**config.mk**
```make
export PLATFORM = sky130hd
export DESIGN_NAME = video_box_overlay_flat
export DESIGN_NICKNAME = d
export VERILOG_FILES = /design/src/rtl/video_pkg.sv /design/src/rtl/video_if.sv /design/src/rtl/video_pos_tracker.sv /design/src/rtl/video_box_overlay.sv /design/src/flat_wrapper.sv
export SDC_FILE = /design/constraint.sdc
export NUM_CORES = 1
export LEC_CHECK = 0
export ABC_AREA = 1
export BUFFER_PORTS_ARGS = -buffer_cell sky130_fd_sc_hd__buf_2
export CORE_AREA = 2 2 137 105
export CTS_CLUSTER_SIZE = 40
export DETAILED_ROUTE_END_ITERATION = 8
export DIE_AREA = 0 0 139 107
export PLACE_DENSITY = 0.68
export SLEW_MARGIN = 20
export SYNTH_ARGS = -nofsm -noshare
export SYNTH_HDL_FRONTEND = slang
export SYNTH_HIERARCHICAL = 1
export SYNTH_SLANG_ARGS = --single-unit
export TNS_END_PERCENT = 100
```
**constraint.sdc**
```tcl
create_clock -name pixel_clk -period 5.3 [get_ports pixel_clk]
set_clock_uncertainty 0.05 [all_clocks]
set_input_delay 0.265 -clock pixel_clk [delete_from_list [all_inputs] [get_ports pixel_clk]]
set_output_delay 0.265 -clock pixel_clk [all_outputs]
set_load 0.02 [all_outputs]
```
**src/rtl/video_pkg.sv**
```systemverilog
// rtl/video_pkg.sv - shared pixel-domain types and colour constants
package video_pkg;

    typedef logic [23:0] rgb_t;

    localparam rgb_t RGB_BLACK = 24'h000000;
    localparam rgb_t RGB_WHITE = 24'hFFFFFF;
    localparam rgb_t RGB_RED   = 24'hFF0000;

endpackage

```
**src/rtl/video_if.sv**
```systemverilog
// rtl/video_if.sv - VGA-style pixel stream (RGB/HS/VS/BLANK, BLANK=1 active)
interface video_if;
    import video_pkg::*;

    logic CLK;
    rgb_t RGB;
    logic HS;
    logic VS;
    logic BLANK;

    modport master (output CLK, output RGB, output HS, output VS, output BLANK);
    modport slave  (input  CLK, input  RGB, input  HS, input  VS, input  BLANK);

endinterface

```
**src/rtl/video_pos_tracker.sv**
```systemverilog
// rtl/video_pos_tracker.sv - active-area x/y position and frame_start from sync/blank edges
module video_pos_tracker #(
    parameter int HDISP = 800,
    parameter int VDISP = 480,
    parameter int XW    = $clog2(HDISP),
    parameter int YW    = $clog2(VDISP)
) (
    input  logic          pixel_clk,
    input  logic          pixel_rst,
    input  logic          blank_i,
    input  logic          vs_i,
    output logic [XW-1:0] x_o,
    output logic [YW-1:0] y_o,
    output logic          vs_fall_o,
    output logic          frame_start_o
);

    localparam logic [XW-1:0] X_MAX = XW'(HDISP - 1);
    localparam logic [YW-1:0] Y_MAX = YW'(VDISP - 1);

    logic          blank_prev_q;
    logic          vs_prev_q;
    logic [XW-1:0] x_cnt_q, x_cnt_d;
    logic [YW-1:0] y_cnt_q, y_cnt_d;
    logic          frame_start_q;
    logic          blank_fall;
    logic          vs_fall;

    // Previous-VS resets low so releasing reset during a sync pulse never fakes a frame start.
    assign blank_fall = blank_prev_q & ~blank_i;
    assign vs_fall    = vs_prev_q & ~vs_i;

    always_comb begin
        x_cnt_d = x_cnt_q;
        if (blank_fall)
            x_cnt_d = '0;
        else if (blank_i && x_cnt_q != X_MAX)
            x_cnt_d = x_cnt_q + 1'b1;
    end

    always_comb begin
        y_cnt_d = y_cnt_q;
        if (vs_fall)
            y_cnt_d = '0;
        else if (blank_fall && y_cnt_q != Y_MAX)
            y_cnt_d = y_cnt_q + 1'b1;
    end

    always_ff @(posedge pixel_clk or posedge pixel_rst) begin
        if (pixel_rst) begin
            blank_prev_q  <= 1'b0;
            vs_prev_q     <= 1'b0;
            x_cnt_q       <= '0;
            y_cnt_q       <= '0;
            frame_start_q <= 1'b0;
        end else begin
            blank_prev_q  <= blank_i;
            vs_prev_q     <= vs_i;
            x_cnt_q       <= x_cnt_d;
            y_cnt_q       <= y_cnt_d;
            frame_start_q <= vs_fall;
        end
    end

    assign x_o           = x_cnt_q;
    assign y_o           = y_cnt_q;
    assign vs_fall_o     = vs_fall;
    assign frame_start_o = frame_start_q;

endmodule

```
**src/rtl/video_box_overlay.sv**
```systemverilog
// rtl/video_box_overlay.sv - frame-synchronous rectangular border overlay, 1-cycle latency
module video_box_overlay
    import video_pkg::*;
#(
    parameter int   HDISP     = 800,
    parameter int   VDISP     = 480,
    parameter int   BOX_W     = 64,
    parameter int   BOX_H     = 48,
    parameter int   BORDER    = 2,
    parameter rgb_t BOX_COLOR = RGB_RED
) (
    input  logic                       pixel_clk,
    input  logic                       pixel_rst,
    video_if.slave                     video_ifs,
    video_if.master                    video_ifm,
    input  logic                       box_en,
    input  logic [$clog2(HDISP)-1:0]   box_x,
    input  logic [$clog2(VDISP)-1:0]   box_y,
    output logic                       frame_start
);

    localparam int XW = $clog2(HDISP);
    localparam int YW = $clog2(VDISP);

    localparam logic [XW:0] BW_X = (XW+1)'(BOX_W);
    localparam logic [XW:0] BD_X = (XW+1)'(BORDER);
    localparam logic [YW:0] BH_Y = (YW+1)'(BOX_H);
    localparam logic [YW:0] BD_Y = (YW+1)'(BORDER);

    logic [XW-1:0] x_cnt;
    logic [YW-1:0] y_cnt;
    logic          vs_fall;

    logic          sh_en_q, sh_en_d;
    logic [XW-1:0] sh_x_q,  sh_x_d;
    logic [YW-1:0] sh_y_q,  sh_y_d;

    rgb_t          rgb_q, rgb_d;
    logic          hs_q, vs_q, blank_q;

    video_pos_tracker #(
        .HDISP (HDISP),
        .VDISP (VDISP),
        .XW    (XW),
        .YW    (YW)
    ) u_pos (
        .pixel_clk     (pixel_clk),
        .pixel_rst     (pixel_rst),
        .blank_i       (video_ifs.BLANK),
        .vs_i          (video_ifs.VS),
        .x_o           (x_cnt),
        .y_o           (y_cnt),
        .vs_fall_o     (vs_fall),
        .frame_start_o (frame_start)
    );

    always_comb begin
        sh_en_d = sh_en_q;
        sh_x_d  = sh_x_q;
        sh_y_d  = sh_y_q;
        if (vs_fall) begin
            sh_en_d = box_en;
            sh_x_d  = box_x;
            sh_y_d  = box_y;
        end
    end

    // One spare bit so a box hanging off the right/bottom edge clips instead of wrapping.
    logic [XW:0] px, x_lo, x_hi, xi_lo, xi_hi;
    logic [YW:0] py, y_lo, y_hi, yi_lo, yi_hi;
    logic        outer_hit, inner_hit, border_hit;

    assign px    = {1'b0, x_cnt};
    assign x_lo  = {1'b0, sh_x_q};
    assign x_hi  = x_lo + BW_X;
    assign xi_lo = x_lo + BD_X;
    assign xi_hi = x_hi - BD_X;

    assign py    = {1'b0, y_cnt};
    assign y_lo  = {1'b0, sh_y_q};
    assign y_hi  = y_lo + BH_Y;
    assign yi_lo = y_lo + BD_Y;
    assign yi_hi = y_hi - BD_Y;

    assign outer_hit  = (px >= x_lo)  && (px < x_hi)  && (py >= y_lo)  && (py < y_hi);
    assign inner_hit  = (px >= xi_lo) && (px < xi_hi) && (py >= yi_lo) && (py < yi_hi);
    assign border_hit = outer_hit && !inner_hit && video_ifs.BLANK && sh_en_q;

    assign rgb_d = border_hit ? BOX_COLOR : video_ifs.RGB;

    always_ff @(posedge pixel_clk or posedge pixel_rst) begin
        if (pixel_rst) begin
            sh_en_q <= 1'b0;
            sh_x_q  <= '0;
            sh_y_q  <= '0;
            rgb_q   <= RGB_BLACK;
            hs_q    <= 1'b1;
            vs_q    <= 1'b1;
            blank_q <= 1'b0;
        end else begin
            sh_en_q <= sh_en_d;
            sh_x_q  <= sh_x_d;
            sh_y_q  <= sh_y_d;
            rgb_q   <= rgb_d;
            hs_q    <= video_ifs.HS;
            vs_q    <= video_ifs.VS;
            blank_q <= video_ifs.BLANK;
        end
    end

    assign video_ifm.CLK   = pixel_clk;
    assign video_ifm.RGB   = rgb_q;
    assign video_ifm.HS    = hs_q;
    assign video_ifm.VS    = vs_q;
    assign video_ifm.BLANK = blank_q;

endmodule

```
**src/flat_wrapper.sv**
```systemverilog
// flat-port wrapper written by rule: the top's interface ports become plain ports
module video_box_overlay_flat import video_pkg::*;
#(
    parameter int   HDISP     = 800,
    parameter int   VDISP     = 480,
    parameter int   BOX_W     = 64,
    parameter int   BOX_H     = 48,
    parameter int   BORDER    = 2,
    parameter rgb_t BOX_COLOR = RGB_RED
)
  (pixel_clk, pixel_rst, box_en, box_x, box_y, frame_start, video_ifs_CLK, video_ifs_RGB, video_ifs_HS, video_ifs_VS, video_ifs_BLANK, video_ifm_CLK, video_ifm_RGB, video_ifm_HS, video_ifm_VS, video_ifm_BLANK);
  video_if video_ifs_i ();
  video_if video_ifm_i ();
  input  logic pixel_clk;
  input  logic pixel_rst;
  input  logic box_en;
  input  logic [$clog2(HDISP)-1:0] box_x;
  input  logic [$clog2(VDISP)-1:0] box_y;
  output logic frame_start;
  input wire logic [$bits(video_ifs_i.CLK)-1:0] video_ifs_CLK;
  input wire logic [$bits(video_ifs_i.RGB)-1:0] video_ifs_RGB;
  input wire logic [$bits(video_ifs_i.HS)-1:0] video_ifs_HS;
  input wire logic [$bits(video_ifs_i.VS)-1:0] video_ifs_VS;
  input wire logic [$bits(video_ifs_i.BLANK)-1:0] video_ifs_BLANK;
  output wire logic [$bits(video_ifm_i.CLK)-1:0] video_ifm_CLK;
  output wire logic [$bits(video_ifm_i.RGB)-1:0] video_ifm_RGB;
  output wire logic [$bits(video_ifm_i.HS)-1:0] video_ifm_HS;
  output wire logic [$bits(video_ifm_i.VS)-1:0] video_ifm_VS;
  output wire logic [$bits(video_ifm_i.BLANK)-1:0] video_ifm_BLANK;
  assign video_ifs_i.CLK = video_ifs_CLK;
  assign video_ifs_i.RGB = video_ifs_RGB;
  assign video_ifs_i.HS = video_ifs_HS;
  assign video_ifs_i.VS = video_ifs_VS;
  assign video_ifs_i.BLANK = video_ifs_BLANK;
  assign video_ifm_CLK = video_ifm_i.CLK;
  assign video_ifm_RGB = video_ifm_i.RGB;
  assign video_ifm_HS = video_ifm_i.HS;
  assign video_ifm_VS = video_ifm_i.VS;
  assign video_ifm_BLANK = video_ifm_i.BLANK;
  video_box_overlay #(.HDISP(HDISP), .VDISP(VDISP), .BOX_W(BOX_W), .BOX_H(BOX_H), .BORDER(BORDER), .BOX_COLOR(BOX_COLOR)) u_core (.pixel_clk(pixel_clk), .pixel_rst(pixel_rst), .video_ifs(video_ifs_i), .video_ifm(video_ifm_i), .box_en(box_en), .box_x(box_x), .box_y(box_y), .frame_start(frame_start));
endmodule
```
; ---- Word-level counts from Yosys, hierarchy flattened
; Index checks and enable logic that the tools add are counted.
[op_classes]
addsub = 8
multipliers = 0
n_div = 0
shifts = 0
n_reduce_logical = 14
n_mux = 5
bitwise = 4
n_eq_ne = 2
n_lt_le_gt_ge = 8
[op_table]
columns = cell, n
row1 = 24-bit 2-to-1 mux, 1
row2 = 10-bit by 11-bit less-than comparator with 1-bit output, 2
row3 = 9-bit by 10-bit less-than comparator with 1-bit output, 2
row4 = 10-bit 2-to-1 mux, 2
row5 = 9-bit 2-to-1 mux, 2
row6 = 10-bit by 2-bit adder with 11-bit output (second input constant), 1
row7 = 10-bit by 7-bit adder with 11-bit output (second input constant), 1
row8 = 10-bit by 11-bit >= comparator with 1-bit output, 1
row9 = 1-bit logical AND, 11
row10 = 11-bit by 2-bit subtractor with 11-bit output (second input constant), 1
row11 = 10-bit by 1-bit adder with 10-bit output (second input constant), 1
row12 = 9-bit by 2-bit adder with 10-bit output (second input constant), 1
row13 = 9-bit by 6-bit adder with 10-bit output (second input constant), 1
row14 = 10-bit >= comparator, 1
row15 = 9-bit by 10-bit >= comparator with 1-bit output, 1
row16 = 10-bit inequality test (second input constant), 1
row17 = 10-bit by 2-bit subtractor with 10-bit output (second input constant), 1
row18 = 9-bit by 1-bit adder with 9-bit output (second input constant), 1
row19 = 9-bit >= comparator, 1
row20 = 9-bit inequality test (second input constant), 1
row21 = 2-bit nonzero test, 2
row22 = 1-bit bitwise AND, 2
row23 = 1-bit NOT, 2
row24 = 1-bit logical NOT, 1
[word_totals]
ff_bits = 68
ram_bits = 0
latchBits = 0
mem_count = 0
word_cells = 52
mem_bits_ro = 0

; ---- Logic depth before layout (Yosys ltp)
; Gate-level depths: netlist of run 1.
[depth]
word_depth = 11
ltp_mapped = 18
depth_no_buf = 18

; ---- Modules after synthesis
; Netlist of run 1, hierarchy kept.
[modules_own_cells]
columns = mod, n_inst, area_each_um2, seq_area_each_um2, cells_each
row1 = video_box_overlay, 1, 4036.4, 1178.6, 517
row2 = video_pos_tracker, 1, 1281.2, 550.5, 157

==> results of run 1 <==
## layout make-up
class                           count  area, um^2
Sequential cell                    69        1730
Inverter                          101         380
Tap cell                          175         219
Multi-Input combinational cell    492        3100
Timing Repair Buffer              125         866
Fill cell                        1311        6840
Clock buffer                       13         305
Clock inverter                      7        75.1
## worst register-to-register path, cell delays in order (launching register included)
cell and delay, ns:
sky130_fd_sc_hd__dfrtp_1 0.51, sky130_fd_sc_hd__inv_2 0.16, sky130_fd_sc_hd__ha_1 0.29, sky130_fd_sc_hd__xnor2_2 0.24, sky130_fd_sc_hd__inv_1 0.09, sky130_fd_sc_hd__ha_1 0.28, sky130_fd_sc_hd__nand2_1 0.06, sky130_fd_sc_hd__inv_1 0.05
sky130_fd_sc_hd__nand4_1 0.09, sky130_fd_sc_hd__nand3_1 0.07, sky130_fd_sc_hd__nor2_1 0.10, sky130_fd_sc_hd__nand3_1 0.15, sky130_fd_sc_hd__nor2_4 0.47, sky130_fd_sc_hd__nand2_2 0.21, sky130_fd_sc_hd__nand2_1 0.13
## worst max-delay path by stage
stage                    from       endpoint  slack, ns  depth (start not counted)
global placement    pixel_clk  video_ifm_CLK       2.20                          1
global route        pixel_clk  video_ifm_CLK       1.93                          3
floorplan           pixel_clk  video_ifm_CLK       2.20                          1
detailed placement  pixel_clk  video_ifm_CLK       2.20                          1
CTS                 pixel_clk  video_ifm_CLK       1.93                          3
finish              pixel_clk  video_ifm_CLK       1.94                          3
## power by group
group | switching, mW | internal (mW) | leakage (nW)
Clock | 0.271 | 0.467 | 0.179
Sequential | 0.0559 | 0.571 | 0.852
Combinational | 0.294 | 0.200 | 2.47
Total | 0.620 | 1.24 | 3.50
## layout by cell type (no fill, tap or decap), types with 2 or more instances in the layout
cell	count
sky130_fd_sc_hd__a21o_1	3
sky130_fd_sc_hd__a21oi_1	31
sky130_fd_sc_hd__a21oi_2	11
sky130_fd_sc_hd__a31oi_1	2
sky130_fd_sc_hd__buf_2	77
sky130_fd_sc_hd__buf_4	2
sky130_fd_sc_hd__clkbuf_16	12
sky130_fd_sc_hd__clkinv_2	2
sky130_fd_sc_hd__clkinvlp_4	3
sky130_fd_sc_hd__dfrtp_1	67
sky130_fd_sc_hd__dfstp_2	2
sky130_fd_sc_hd__dlygate4sd3_1	47
sky130_fd_sc_hd__ha_1	70
sky130_fd_sc_hd__inv_1	95
sky130_fd_sc_hd__inv_2	4
sky130_fd_sc_hd__mux2_2	3
sky130_fd_sc_hd__nand2_1	166
sky130_fd_sc_hd__nand2_2	12
sky130_fd_sc_hd__nand2_4	2
sky130_fd_sc_hd__nand3_1	42
sky130_fd_sc_hd__nand3_2	5
sky130_fd_sc_hd__nand3b_1	3
sky130_fd_sc_hd__nand4_1	11
sky130_fd_sc_hd__nor2_1	37
sky130_fd_sc_hd__nor2_2	6
sky130_fd_sc_hd__nor2_4	5
sky130_fd_sc_hd__nor3_1	7
sky130_fd_sc_hd__o21a_1	3
sky130_fd_sc_hd__o21ai_0	26
sky130_fd_sc_hd__o21ai_1	5
sky130_fd_sc_hd__o21ai_2	2
sky130_fd_sc_hd__xnor2_1	6
sky130_fd_sc_hd__xor2_1	24
## routing by layer
metal	global-route usage (%)	vias up	part of all wire [%]
met2	28.5	150	41
met1	25.6	2112	50
met5	0	-	0
met3	6.48	19	7.3
met4	7.65	0	1.7
li1	-	2434	-
## through the flow
stage                     setup WS, ns  utilization [%]  hold slack [ns]  cells  total power, mW
after global routing              1.93             49.4           0.0399    982             1.98
after floorplan                   2.20                -            0.204    674            0.996
after CTS                         1.93             49.4           0.0104    982             1.87
final                             1.94             49.4           0.0191    982             1.86
after detailed placement          2.20             43.1            0.329    916             1.11
after global placement            2.20             43.1            0.319    916             1.11
## cell families after synthesis
group	synth area share, %
AND/OR/NAND/NOR	26.2
buffers and inverters	9.22
AO/OA/AOI/OAI	9.67
adder cells (fa/ha/maj)	16.5
flip-flops	32.5
XOR/XNOR	5.25
multiplexers	0.635
## repair_timing
action | 4_1_cts | 5_1_grt
hold endpoints to repair | 115 | 0
hold buffers | 47 | 0
resized for setup | 0 | 0
## registers in the layout (all words and copies together) (netlist names)
register,flops
u_core/video_ifm.RGB,24
u_core/u_pos/x_o,10
u_core/u_pos/frame_start_o,1
u_core/u_pos/blank_prev_q,1
u_core/u_pos/y_o,9
u_core/sh_x_q,10
u_core/u_pos/vs_prev_q,1
u_core/video_ifm.HS,1
u_core/video_ifm.VS,1
u_core/sh_en_q,1
u_core/video_ifm.BLANK,1
u_core/sh_y_q,9
==> impl_metrics.toml, run 1 <==
[place]
place.gp.congestion = 0.881
dp_hpwl_um = 9440
dpl-instance-area_um2 = 5830
portBuffers = 77

[pwr]
max-vdd-ir-drop_mv = 0.217
areal_power_density_over_the_cells_nw_per_um2 = 278
power.leakage_nw = 3.50

[timing]
final-max-slew-violation-count = 0
hold_viol_final = 0
timing.slew.headroom_pct = 42.3
rsz_0062_raised_after_global_routing = "false"
worstMarginPinSlew_ns = 0.865
setup_violations = 0
finalSetupTns_ns = 0

[synth]
most_frequently_used_cell_type_in_the_post_synthesis_netlist = "sky130_fd_sc_hd__nand2_1"
postSynthNetCount = 794
yosys.area.top_type = "sky130_fd_sc_hd__dfrtp_1"
synth_edf_count = 0
yosysWarnings = 6
postSynthAreaPerCell_um2 = 7.89
ys_top_cells_by_area = "sky130_fd_sc_hd__dfrtp_1 32%, sky130_fd_sc_hd__ha_1 16%, sky130_fd_sc_hd__nand2_1 12%"
synthTopCellsByCount = "166 x sky130_fd_sc_hd__nand2_1, 96 x sky130_fd_sc_hd__inv_1, 70 x sky130_fd_sc_hd__ha_1, 67 x sky130_fd_sc_hd__dfrtp_1, 42 x sky130_fd_sc_hd__nand3_1"
post_synth_inst_count = 674
mappedNetlistArea_um2 = 5320
synth_seq_cells = 69
yosys_most_used_dff = "sky130_fd_sc_hd__dfrtp_1"
synth-seq-area-share_pct = 32.5
ys_types = 44
ys_async_sr_fraction_pct = 100
fraction_of_synthesized_cell_area_taken_by_the_top_area_cell_type_pct = 31.5

[grt]
grt_first_pass_wirelength_um = 22500
grt_pass1_vias = 4609
grt_start_max_net_pins = 48
grt_antenna_before_repair = 0
grt-ovfl-total = 0
grtUsageTotal_pct = 19.1

[flow_run]
max-cap-violations = 0

[worst_setup_path]
most_prevalent_standard_cell_on_the_critical_path = "sky130_fd_sc_hd__clkbuf_16"
reg2reg_setup_slack_ns = 2.27
path_max_fanout = 2
worstSetupEndpointType = "output port"
critical_path.max_stage_delay_ns = 0.15
worst_ep_arrival_time_ns = 3.05
number_of_buffer_and_inverter_stages_on_the_critical_path = 3
cpLargestDelayFamily = "buffers and inverters"
start_kind = "clock port"
timing_worst_setup_path_type = "clock port to output port"
worstReg2RegEnd = "u_core/video_ifm.RGB[22]"
critPathRequiredTime_ns = 4.99
timing.reg2reg.worst_path_depth = 14
critical_path_s_slowest_cell = "sky130_fd_sc_hd__buf_2"
crit-reg2reg-launch = "u_core/sh_y_q[4]"
cp_cell_sequence = "clkbuf_16 > clkbuf_16 > buf_2"

[drt]
drt-initial-drc-count = 259
pre_antenna_drt_iters = 5
routed_wirelength_um = 13400
antenna_left = 0
post_drt_wl_per_cell_um = 13.6
routed-via-count = 4715
vias_per_cell = 4.80
detail_route.drc_violations = 0

[min_path]
hold_path_class = "input pin to register"
capture_endpoint_of_the_worst_hold_path = "u_core/sh_y_q[2]"
hold_start = "box_y[2]"
hold_path_depth = 3

[clock_tree]
tritoncts = "done"
clk_pin_slew_ns = 0.05
clock_latency_ns = 0.45
postCtsSetupRepairBufs = 0

[final_layout]
nets = 922
finish.instance_area_um2 = 6680
drive_gt1_share_pct = 19.2
flow.area_growth_from_synthesis_pct = 25.5
num_antenna_cells = 0

[floorplan]
chipHeight_um = 107
dieWidth_um = 139
die_area_um2 = 14900
top_level_ports = 79
initial_core_util_pct = 39.3
placementRows = 37
core_area_um2 = 13500

[status]
run_status = "finished, final reports clean"
Note: power is estimated with default switching activity, not from simulation.
==> inputs of run 2 (changes only) <==
--- a/config.mk
+++ b/config.mk
@@ -11,7 +11,7 @@
 export CTS_CLUSTER_SIZE = 40
 export DETAILED_ROUTE_END_ITERATION = 8
 export DIE_AREA = 0 0 139 107
-export PLACE_DENSITY = 0.68
+export PLACE_DENSITY = 0.7
 export SLEW_MARGIN = 20
 export SYNTH_ARGS = -nofsm -noshare
 export SYNTH_HDL_FRONTEND = slang
==> constraint.sdc (replaced) <==
create_clock -name pixel_clk -period 2.7 [get_ports pixel_clk]
set_clock_uncertainty 0.05 [all_clocks]
set_input_delay 0.135 -clock pixel_clk [delete_from_list [all_inputs] [get_ports pixel_clk]]
set_output_delay 0.135 -clock pixel_clk [all_outputs]
set_load 0.02 [all_outputs]
==> run 2 against run 1 <==
Final cell count is 2.7% higher. Global-route usage is 0.31 points lower. Die area stayed put. Critical endpoint is now u_core/video_ifm.RGB[14].
==> impl_metrics.toml, run 2 (synthesized netlist as in run 1, its figures left out) <==
[final_layout]
regArea_um2 = 1730
multi_input_comb_area_um2 = 3230
post_layout_nonfiller_instances = 1009
largest_register_ff_count = 24
num_antenna_cells = 0
flow.area_growth_from_synthesis_pct = 33.5
finish.instance_area_um2 = 7100
drive_gt1_share_pct = 24.8
utilization_pct = 52.5
mostFrequentLayoutCells = "162 x sky130_fd_sc_hd__nand2_1, 90 x sky130_fd_sc_hd__inv_1, 77 x sky130_fd_sc_hd__buf_2, 65 x sky130_fd_sc_hd__ha_1, 65 x sky130_fd_sc_hd__dfrtp_1"
nets = 950
final_common_cell = "sky130_fd_sc_hd__nand2_1"
n_fill_cell = 1237

[timing]
hold_viol_final = 0
timing.fmax_mhz = 382
final-max-slew-violation-count = 0
worstMarginPinSlew_ns = 0.868
min_period_ns = 2.61
worst_hold_slack_ns = 0.280
timing.slew.headroom_pct = 42.2
setup_violations = 0
rsz_0062_raised_after_global_routing = "true"
finalSetupTns_ns = 0
layout_worst_path_cycle_share_pct = 96.8

[clock_tree]
clock_latency_ns = 0.45
tritoncts = "done"
clk_pin_slew_ns = 0.06

[floorplan]
chipHeight_um = 107
initial_core_util_pct = 39.3
core_area_um2 = 13500
top_level_ports = 79
placementRows = 37
die_area_um2 = 14900
dieWidth_um = 139

[flow_run]
max-cap-violations = 0

[drt]
detail_route.drc_violations = 0
antenna_left = 0
routed-via-count = 4836
post_drt_wl_per_cell_um = 13.5
vias_per_cell = 4.79
routed_wirelength_um = 13600
drt-initial-drc-count = 276
pre_antenna_drt_iters = 4

[worst_setup_path]
worstSetupEndpointType = "register"
timing_worst_setup_path_type = "register to register"
worst_ep_arrival_time_ns = 2.94
start_kind = "register"
path_max_fanout = 6
critPathRequiredTime_ns = 3.03

[place]
dpl-instance-area_um2 = 5970
dpl.cell_count = 933
place.gp.congestion = 0.858
portBuffers = 77
dp_hpwl_um = 9490

[status]
run_status = "finished, final reports clean"

[pwr]
areal_power_density_over_the_cells_nw_per_um2 = 550
power.leakage_nw = 3.72
max-vdd-ir-drop_mv = 0.569

[grt]
grt_start_max_net_pins = 48
grtUsageTotal_pct = 18.8
grt_first_pass_wirelength_um = 22100
grt-ovfl-total = 0
grt_antenna_before_repair = 0
grt_pass1_vias = 4679

[min_path]
hold_path_class = "input pin to register"
[run 2: changes by cell type in the layout (fill, tap and decap cells not counted), moves of 4 or more]
cell,delta
sky130_fd_sc_hd__buf_4,+22
sky130_fd_sc_hd__ha_1,-5
sky130_fd_sc_hd__inv_1,-5
sky130_fd_sc_hd__nand3_1,-5
sky130_fd_sc_hd__inv_2,+4
sky130_fd_sc_hd__nand2_1,-4
sky130_fd_sc_hd__nand3_2,+5
[run 2: layout make-up]
class	count	share of cell area (%)
clock buffers	13	4.30
clock inverters	6	1.59
inverters	101	5.38
multi-input cells	493	45.6
flip-flops and latches	69	24.4
well taps	175	3.09
repair buffers	152	15.7
[run 2: layer usage]
metal | global-route usage (%) | vias up | wire [um]
li1 | - | 2487 | -
met1 | 25.6 | 2206 | 6880
met2 | 28.0 | 128 | 5620
met3 | 6.07 | 15 | 957
met4 | 6.93 | 0 | 184
met5 | 0 | - | 0
[run 2: final timing paths]
| check | startpoint | slack (ns) | depth (start not counted) | to |
|---|---|---|---|---|
| worst max-delay path | u_core/sh_x_q[1] | 0.09 | 17 | u_core/video_ifm.RGB[14] |
| worst min-delay path | video_ifs_HS | 0.28 | 2 | u_core/video_ifm.HS |
| worst max register to register | u_core/sh_x_q[1] | 0.09 | 17 | u_core/video_ifm.RGB[14] |
| worst min register to register | u_core/sh_en_q | 0.47 | 1 | u_core/sh_en_q |
| max in group asynchronous | pixel_rst | 1.68 | 3 | u_core/sh_x_q[3] |
| min in group asynchronous | pixel_rst | 0.32 | 3 | u_core/sh_en_q |
[run 2: worst max-delay path, stage by stage (launching register included)]
cell                      delay (ns)
sky130_fd_sc_hd__dfrtp_1        0.40
sky130_fd_sc_hd__inv_1          0.11
sky130_fd_sc_hd__buf_4          0.15
sky130_fd_sc_hd__nand4_2        0.15
sky130_fd_sc_hd__xor2_1         0.17
sky130_fd_sc_hd__ha_1           0.29
sky130_fd_sc_hd__nand2_1        0.10
sky130_fd_sc_hd__inv_1          0.04
sky130_fd_sc_hd__a21oi_1        0.13
sky130_fd_sc_hd__nand2_1        0.08
sky130_fd_sc_hd__nand2_1        0.06
sky130_fd_sc_hd__nand2_1        0.04
sky130_fd_sc_hd__nand2_1        0.05
sky130_fd_sc_hd__nand2_1        0.07
sky130_fd_sc_hd__nand2_2        0.09
sky130_fd_sc_hd__nand4_4        0.21
sky130_fd_sc_hd__buf_8          0.22
sky130_fd_sc_hd__a21oi_2        0.13
[run 2: what timing repair did]
item	4_1_cts	5_1_grt
hold endpoints to repair	118	0
resized for setup	0	38
setup endpoints to repair	0	21
hold buffers	48	0
buffers inserted	0	8
[run 2: where the power goes]
group	internal, mW	switching [mW]	total [mW]
Combinational	0.448	0.618	1.07
Sequential	1.12	0.102	1.22
Clock	1.10	0.518	1.62
Total	2.67	1.24	3.90
[run 2: metrics by stage]
stage	worst slack, ns	power (mW)
final	0.0854	3.90
after global routing	-0.0613	4.16
after CTS	0.0304	3.88
after detailed placement	0.0291	2.21
after global placement	0.0972	2.20
after floorplan	0.311	1.96
